==> src/rtl/counter_nb_mod_if.sv <==
// rtl/counter_nb_mod_if.sv - control/status bundle of the cascadable counter
//
// Purpose: groups the counter's control inputs and its count/status outputs so
//          one stage is wired with a single connection.
// Signals:
//   ENABLE  1      high = operate, low = synchronous clear
//   CI      1      cascade count-enable from the lower stage
//   MODO    2      00 down by STEP, 01 down by 1, 10 up by 1, 11 load D
//   D       WIDTH  load value
//   LIMIT   WIDTH  terminal value (count range 0..LIMIT)
//   Q       WIDTH  registered count
//   RCO     1      registered wrap indicator
//   LOAD    1      registered, high the cycle after a load
//   CO      1      combinational carry to the next stage
// Modports: master drives the controls, slave is the counter itself.
interface counter_nb_mod_if #(
    parameter int WIDTH = 4
);
    logic             ENABLE;
    logic             CI;
    logic [1:0]       MODO;
    logic [WIDTH-1:0] D;
    logic [WIDTH-1:0] LIMIT;
    logic [WIDTH-1:0] Q;
    logic             RCO;
    logic             LOAD;
    logic             CO;

    modport master (
        output ENABLE, CI, MODO, D, LIMIT,
        input  Q, RCO, LOAD, CO
    );

    modport slave (
        input  ENABLE, CI, MODO, D, LIMIT,
        output Q, RCO, LOAD, CO
    );
endinterface

==> src/rtl/counter_nb_mod.sv <==
// rtl/counter_nb_mod.sv - WIDTH-bit modulo-(LIMIT+1) counter with step, load and cascade carry
//
// Purpose: four-mode counter (down by STEP, down by 1, up by 1, load) wrapping
//          inside 0..LIMIT, with a registered wrap flag and a zero-latency
//          carry for chaining stages on the same clock edge.
// Parameters: WIDTH (2..32) count width, STEP (1..2^WIDTH-1) mode-00 decrement.
// Ports:
//   CLK    in   rising-edge clock
//   RESET  in   asynchronous active-high reset
//   bus    slave modport of counter_nb_mod_if (ENABLE, CI, MODO, D, LIMIT,
//               Q, RCO, LOAD, CO)
// Optional build macro: COUNTER_RCO_HALF_CYCLE_EN - when defined, RCO is
//   gated by a falling-edge mask so it is only high in the first half-cycle.
module counter_nb_mod #(
    parameter int WIDTH = 4,
    parameter int STEP  = 3
) (
    input  logic             CLK,
    input  logic             RESET,
    counter_nb_mod_if.slave  bus
);
    // Wide signed domain: Q + LIMIT + 1 - STEP must neither overflow nor lose
    // its sign before the compare against zero.
    localparam int XW = WIDTH + 2;
    localparam logic signed [XW-1:0] STEP_X = XW'(STEP);
    localparam logic signed [XW-1:0] ONE_X  = XW'(1);

    logic [WIDTH-1:0]        q_q, q_d;
    logic                    rco_q, rco_d;
    logic                    load_q, load_d;
    logic [WIDTH-1:0]        step_q;
    logic                    wrap_next;
    logic                    counting;
    logic signed [XW-1:0]    q_x, lim_x, wrap_x, diff_x;

    // Step value and wrap condition for the current mode, from the current Q.
    always_comb begin
        q_x       = {2'b00, q_q};
        lim_x     = {2'b00, bus.LIMIT};
        wrap_x    = q_x + lim_x + ONE_X - STEP_X;
        diff_x    = q_x - STEP_X;
        wrap_next = 1'b0;
        step_q    = q_q;
        case (bus.MODO)
            2'b10: begin
                wrap_next = (q_q >= bus.LIMIT);
                step_q    = wrap_next ? '0 : q_q + WIDTH'(1);
            end
            2'b01: begin
                wrap_next = (q_q == '0);
                // Out-of-range Q (after loading D > LIMIT) snaps to LIMIT
                // without flagging a wrap.
                if (wrap_next || (q_q > bus.LIMIT)) begin
                    step_q = bus.LIMIT;
                end else begin
                    step_q = q_q - WIDTH'(1);
                end
            end
            2'b00: begin
                wrap_next = (q_x < STEP_X);
                if (!wrap_next) begin
                    step_q = diff_x[WIDTH-1:0];
                end else if (wrap_x < 0) begin
                    step_q = '0;
                end else begin
                    step_q = wrap_x[WIDTH-1:0];
                end
            end
            default: begin
                wrap_next = 1'b0;
                step_q    = q_q;
            end
        endcase
    end

    // Next-state selection by priority: clear, load, hold, count.
    always_comb begin
        q_d    = q_q;
        rco_d  = 1'b0;
        load_d = 1'b0;
        if (!bus.ENABLE) begin
            q_d = '0;
        end else if (bus.MODO == 2'b11) begin
            q_d    = bus.D;
            load_d = 1'b1;
        end else if (bus.CI) begin
            q_d   = step_q;
            rco_d = wrap_next;
        end
    end

    always_ff @(posedge CLK or posedge RESET) begin
        if (RESET) begin
            q_q    <= '0;
            rco_q  <= 1'b0;
            load_q <= 1'b0;
        end else begin
            q_q    <= q_d;
            rco_q  <= rco_d;
            load_q <= load_d;
        end
    end

    assign counting = bus.ENABLE & bus.CI & (bus.MODO != 2'b11);
    // Carry is combinational so the next stage advances on this same edge.
    assign bus.CO   = counting & ~RESET & wrap_next;
    assign bus.Q    = q_q;
    assign bus.LOAD = load_q;

`ifdef COUNTER_RCO_HALF_CYCLE_EN
    logic mask_q, mask_d;

    // Sampled on the falling edge: after a wrap edge the mask still holds the
    // inverse of the old RCO (1), then drops at the fall, cutting the pulse.
    always_comb begin
        mask_d = ~rco_q;
    end

    always_ff @(negedge CLK or posedge RESET) begin
        if (RESET) begin
            mask_q <= 1'b0;
        end else begin
            mask_q <= mask_d;
        end
    end

    assign bus.RCO = rco_q & mask_q;
`else
    assign bus.RCO = rco_q;
`endif

endmodule
==> src/flat_wrapper.sv <==
// flat-port wrapper written by rule: the top's interface ports become plain ports
module counter_nb_mod_flat 
#(
    parameter int WIDTH = 4,
    parameter int STEP  = 3
)
  (CLK, RESET, bus_ENABLE, bus_CI, bus_MODO, bus_D, bus_LIMIT, bus_Q, bus_RCO, bus_LOAD, bus_CO);
  counter_nb_mod_if #(.WIDTH(WIDTH)) bus_i ();
  input  logic CLK;
  input  logic RESET;
  input wire logic [$bits(bus_i.ENABLE)-1:0] bus_ENABLE;
  input wire logic [$bits(bus_i.CI)-1:0] bus_CI;
  input wire logic [$bits(bus_i.MODO)-1:0] bus_MODO;
  input wire logic [$bits(bus_i.D)-1:0] bus_D;
  input wire logic [$bits(bus_i.LIMIT)-1:0] bus_LIMIT;
  output wire logic [$bits(bus_i.Q)-1:0] bus_Q;
  output wire logic [$bits(bus_i.RCO)-1:0] bus_RCO;
  output wire logic [$bits(bus_i.LOAD)-1:0] bus_LOAD;
  output wire logic [$bits(bus_i.CO)-1:0] bus_CO;
  assign bus_i.ENABLE = bus_ENABLE;
  assign bus_i.CI = bus_CI;
  assign bus_i.MODO = bus_MODO;
  assign bus_i.D = bus_D;
  assign bus_i.LIMIT = bus_LIMIT;
  assign bus_Q = bus_i.Q;
  assign bus_RCO = bus_i.RCO;
  assign bus_LOAD = bus_i.LOAD;
  assign bus_CO = bus_i.CO;
  counter_nb_mod #(.WIDTH(WIDTH), .STEP(STEP)) u_core (.CLK(CLK), .RESET(RESET), .bus(bus_i));
endmodule
==> config.mk <==
export PLATFORM = sky130hd
export DESIGN_NAME = counter_nb_mod_flat
export DESIGN_NICKNAME = d
export VERILOG_FILES = /design/src/rtl/counter_nb_mod_if.sv /design/src/rtl/counter_nb_mod.sv /design/src/flat_wrapper.sv
export SDC_FILE = /design/constraint.sdc
export NUM_CORES = 1
export LEC_CHECK = 0
export ABC_AREA = 0
export BUFFER_PORTS_ARGS = -buffer_cell sky130_fd_sc_hd__buf_2
export CAP_MARGIN = 10
export CORE_UTILIZATION = 54
export CTS_CLUSTER_SIZE = 28
export DETAILED_ROUTE_END_ITERATION = 16
export PLACE_DENSITY = 0.79
export SETUP_SLACK_MARGIN = 0.05
export SYNTH_ARGS = -nofsm -noshare
export SYNTH_HDL_FRONTEND = slang
export SYNTH_SLANG_ARGS = --single-unit
==> constraint.sdc <==
create_clock -name CLK -period 2.6 [get_ports CLK]
set_input_delay 0.13 -clock CLK [delete_from_list [all_inputs] [get_ports CLK]]
set_output_delay 0.13 -clock CLK [all_outputs]
set_load 0.005 [all_outputs]
==> flow_metrics.env <==
export IMPL_run_status="complete, no violations"
export IMPL_detailedRoute_firstIterationViolations=32
export IMPL_design_die_area_mm2=0.001996
export IMPL_critical_path_arrival_ps=2330
export IMPL_io_pins=21
export IMPL_die_x_um=44.68
export IMPL_worst_ep_required_time_ps=2470
export IMPL_postLayoutCellArea_mm2=0.001180
export IMPL_critPathCaptureType="output pin"
export IMPL_cellLeakagePower_nw=0.6134
export IMPL_synth_area_um2=983.4
export IMPL_clk_path_buf_depth=2
export IMPL_insertion_delay_ps=250
export IMPL_floorplan_initialDensity=0.5758
export IMPL_antenna_found_initial=0
export IMPL_cts_tree="yes"
export IMPL_finalNetCount=183
export IMPL_overall_global_routing_resource_usage=0.3191
export IMPL_tns_ps=0
export IMPL_maxCapViolations=0
export IMPL_hold_violations=0
export IMPL_clk_root_buffer_cell="sky130_fd_sc_hd__clkbuf_4"
export IMPL_final_fill_count=164
export IMPL_report_final_setup_viol=0
export IMPL_slew_headroom=0.7540
export IMPL_weighted_congestion_at_the_end_of_routability_driven_global_placement=0.9418
export IMPL_timing_setup_critical_path_class="reg2out"
export IMPL_portBuffers=20
export IMPL_tritoncts_buffers=3
export IMPL_setup_worst_path_start_class="flop"
export IMPL_dpl_cell_area_mm2=0.001140
export IMPL_holdWs_ps=191.8
export IMPL_postRouteWirelength_um=2820
export IMPL_clock_skew_final_ps=2.143
export IMPL_critical_path_peak_fanout=8
export IMPL_synth_yosys_seq_area_share=0.1527
export IMPL_synth_fp_nets=155
export IMPL_avgViaCountPerCell=6.229
export IMPL_grt_pass1_vias=1022
export IMPL_postRouteAntennaNets=0
export IMPL_htree_levels=1
export IMPL_floorplan_rows=15
export IMPL_detailedRoute_firstPassIterationCount=5
export IMPL_synth_yosys_warnings=0
export IMPL_yosys_area_top_type="sky130_fd_sc_hd__dfrtp_1"
export IMPL_cts_clk_slew_worst_paths_ps=50
export IMPL_die_h_um=44.68
export IMPL_floorplan_core_area_mm2=0.001708
export IMPL_avgRoutedWirePerCell_um=15.75
export IMPL_setup_repair_after_global_routing_missed_its_margin="no"
export IMPL_async_reset_ff_frac=1.000
export IMPL_grt_max_degree=14
export IMPL_gr_total_overflow=0
export IMPL_route_detailed_drc=0
export IMPL_predominant_post_synthesis_flop_cell="sky130_fd_sc_hd__dfrtp_1"
export IMPL_antenna_cells_inserted=0
export IMPL_timing_final_max_slew_violations=0
export IMPL_postLayoutCoreUtil=0.6908
export IMPL_pwr_density_cell_mw_per_mm2=455.1
export IMPL_synth_edf_count=0
export IMPL_hp_class="in2reg"
export IMPL_netlist_instances=128
export IMPL_final_period_utilization=0.9447
export IMPL_cts_sinks=6
export IMPL_yosys_register_bits=6
export IMPL_post_synth_cell_area_avg_um2=7.683
export IMPL_vias_after_detailed_routing=1115
export IMPL_post_synth_num_cell_types=47
export IMPL_vdd_drop_max_mv=0.2122
export IMPL_layout_min_cycle_time_ps=2456
export IMPL_timing_worst_slew_pin_value_ps=366.1
export IMPL_syn2layout_area_growth_pct=19.97
export IMPL_synth_area_leaders="sky130_fd_sc_hd__dfrtp_1, sky130_fd_sc_hd__ha_1, sky130_fd_sc_hd__a21oi_1"
export IMPL_hpwlAfterDp_um=2193
export IMPL_grt_first_pass_wirelength_um=4705
export IMPL_achievable_frequency_mhz=407.1
export IMPL_post_route_cells_drive_above_1_share=0.2403
export IMPL_synth_top_cell_area_share=0.1527
[sequential cells by signal, indices dropped and copies added (netlist names)]
| signal | flops |
|---|---|
| u_core.bus.Q | 4 |
| u_core.bus.LOAD | 1 |
| u_core.bus.RCO | 1 |
[kinds of logic after synthesis]
logic type	synth area share
buf+inv	0.04707
compound gates	0.2952
flops	0.1527
fa+ha+maj	0.1730
xor+xnor	0.03563
simple gates	0.2863
mux	0.01018
[stage by stage]
stage / setup WS (ps) / cells / total power, mW
3_5_place_dp: 119.9 / 175 / 0.4351
2_1_floorplan: 180.4 / 128 / 0.3392
5_1_grt: 71.76 / 179 / 0.5842
4_1_cts: 105.4 / 179 / 0.5290
3_3_place_gp: 251.7 / 175 / 0.4242
6_report: 143.8 / 179 / 0.5370
[worst max-delay path, stage by stage, from the launching register on]
cell	delay [ps]
sky130_fd_sc_hd__dfrtp_1	390
sky130_fd_sc_hd__buf_4	170
sky130_fd_sc_hd__inv_1	160
sky130_fd_sc_hd__ha_1	300
sky130_fd_sc_hd__nand4_2	130
sky130_fd_sc_hd__or2b_1	250
sky130_fd_sc_hd__o21ai_1	250
sky130_fd_sc_hd__a21oi_1	140
sky130_fd_sc_hd__and2_1	170
sky130_fd_sc_hd__buf_2	120
[synth_stat cells, types with 3 or more instances]
master / n
sky130_fd_sc_hd__nor2_1: 10
sky130_fd_sc_hd__nor3_1: 4
sky130_fd_sc_hd__o21ai_0: 8
sky130_fd_sc_hd__a21oi_1: 10
sky130_fd_sc_hd__ha_1: 12
sky130_fd_sc_hd__or3_1: 3
sky130_fd_sc_hd__inv_1: 9
sky130_fd_sc_hd__dfrtp_1: 6
sky130_fd_sc_hd__and3_1: 4
sky130_fd_sc_hd__xor2_1: 3
sky130_fd_sc_hd__o211ai_1: 4
sky130_fd_sc_hd__nand2_1: 8
sky130_fd_sc_hd__nor3b_1: 3
sky130_fd_sc_hd__o31ai_1: 3
[timing repair]
item,4_1_cts,5_1_grt
hold endpoints to repair,6,0
resized for setup,0,4
setup endpoints to repair,0,3
hold buffers,1,0
setup buffers,0,0
[cell usage in the layout, fill, tap and decap left out, types with 2 or more instances in the layout]
master | synthesis | routed
sky130_fd_sc_hd__a311oi_1 | 2 | 2
sky130_fd_sc_hd__buf_2 | 1 | 20
sky130_fd_sc_hd__nand3_1 | 2 | 2
sky130_fd_sc_hd__nor3b_1 | 3 | 3
sky130_fd_sc_hd__and3_1 | 4 | 4
sky130_fd_sc_hd__inv_1 | 9 | 9
sky130_fd_sc_hd__clkbuf_4 | 0 | 3
sky130_fd_sc_hd__a21o_1 | 2 | 2
sky130_fd_sc_hd__dfrtp_1 | 6 | 6
sky130_fd_sc_hd__o31ai_1 | 3 | 3
sky130_fd_sc_hd__or3_1 | 3 | 3
sky130_fd_sc_hd__or4_1 | 2 | 2
sky130_fd_sc_hd__ha_2 | 0 | 2
sky130_fd_sc_hd__o21ai_0 | 8 | 7
sky130_fd_sc_hd__a21oi_1 | 10 | 10
sky130_fd_sc_hd__xor2_1 | 3 | 3
sky130_fd_sc_hd__buf_4 | 0 | 5
sky130_fd_sc_hd__nor2_1 | 10 | 10
sky130_fd_sc_hd__nor2b_1 | 2 | 2
sky130_fd_sc_hd__a211oi_1 | 2 | 2
sky130_fd_sc_hd__o211a_1 | 2 | 2
sky130_fd_sc_hd__nand2_1 | 8 | 8
sky130_fd_sc_hd__o211ai_1 | 4 | 4
sky130_fd_sc_hd__nor3_1 | 4 | 4
sky130_fd_sc_hd__ha_1 | 12 | 10
[cell type report]
| cell class | count | area [µm²] | area share |
|---|---|---|---|
| tap | 25 | 31.28 | 0.02651 |
| sequential | 6 | 150.1 | 0.1273 |
| clock buffer | 3 | 22.52 | 0.01909 |
| multi-input combinational | 110 | 794.5 | 0.6734 |
| timing repair buffer | 26 | 147.6 | 0.1251 |
| inverter | 9 | 33.78 | 0.02863 |
[final timing paths]
kind	startpoint	endpoint	slack, ps	cells past startpoint
worst max-delay path	u_core.bus.Q[0]	bus_CO	140	9
worst min-delay path	bus_ENABLE	u_core.bus.LOAD	190	2
worst max register to register	u_core.bus.Q[0]	u_core.bus.Q[3]	200	8
worst min register to register	u_core.bus.Q[3]	u_core.bus.Q[3]	870	4
max in group asynchronous	RESET	u_core.bus.Q[2]	2040	3
min in group asynchronous	RESET	u_core.bus.RCO	350	3
[power by group]
part / total, mW / internal [mW] / leakage [nW] / switching, mW
Sequential: 0.112 / 0.103 / 0.0802 / 0.00886
Clock: 0.0897 / 0.0525 / 0.0138 / 0.0372
Combinational: 0.336 / 0.145 / 0.519 / 0.190
Total: 0.537 / 0.300 / 0.613 / 0.236
[per-layer routing]
layer	vias up	global-route usage	wire length, µm
met2	52	0.5059	1363
li1	529	-	-
met4	0	0.1152	31
met1	528	0.4360	1266
met5	-	0	0
met3	6	0.04898	158
No activity file was read; power rests on OpenSTA's default activity.
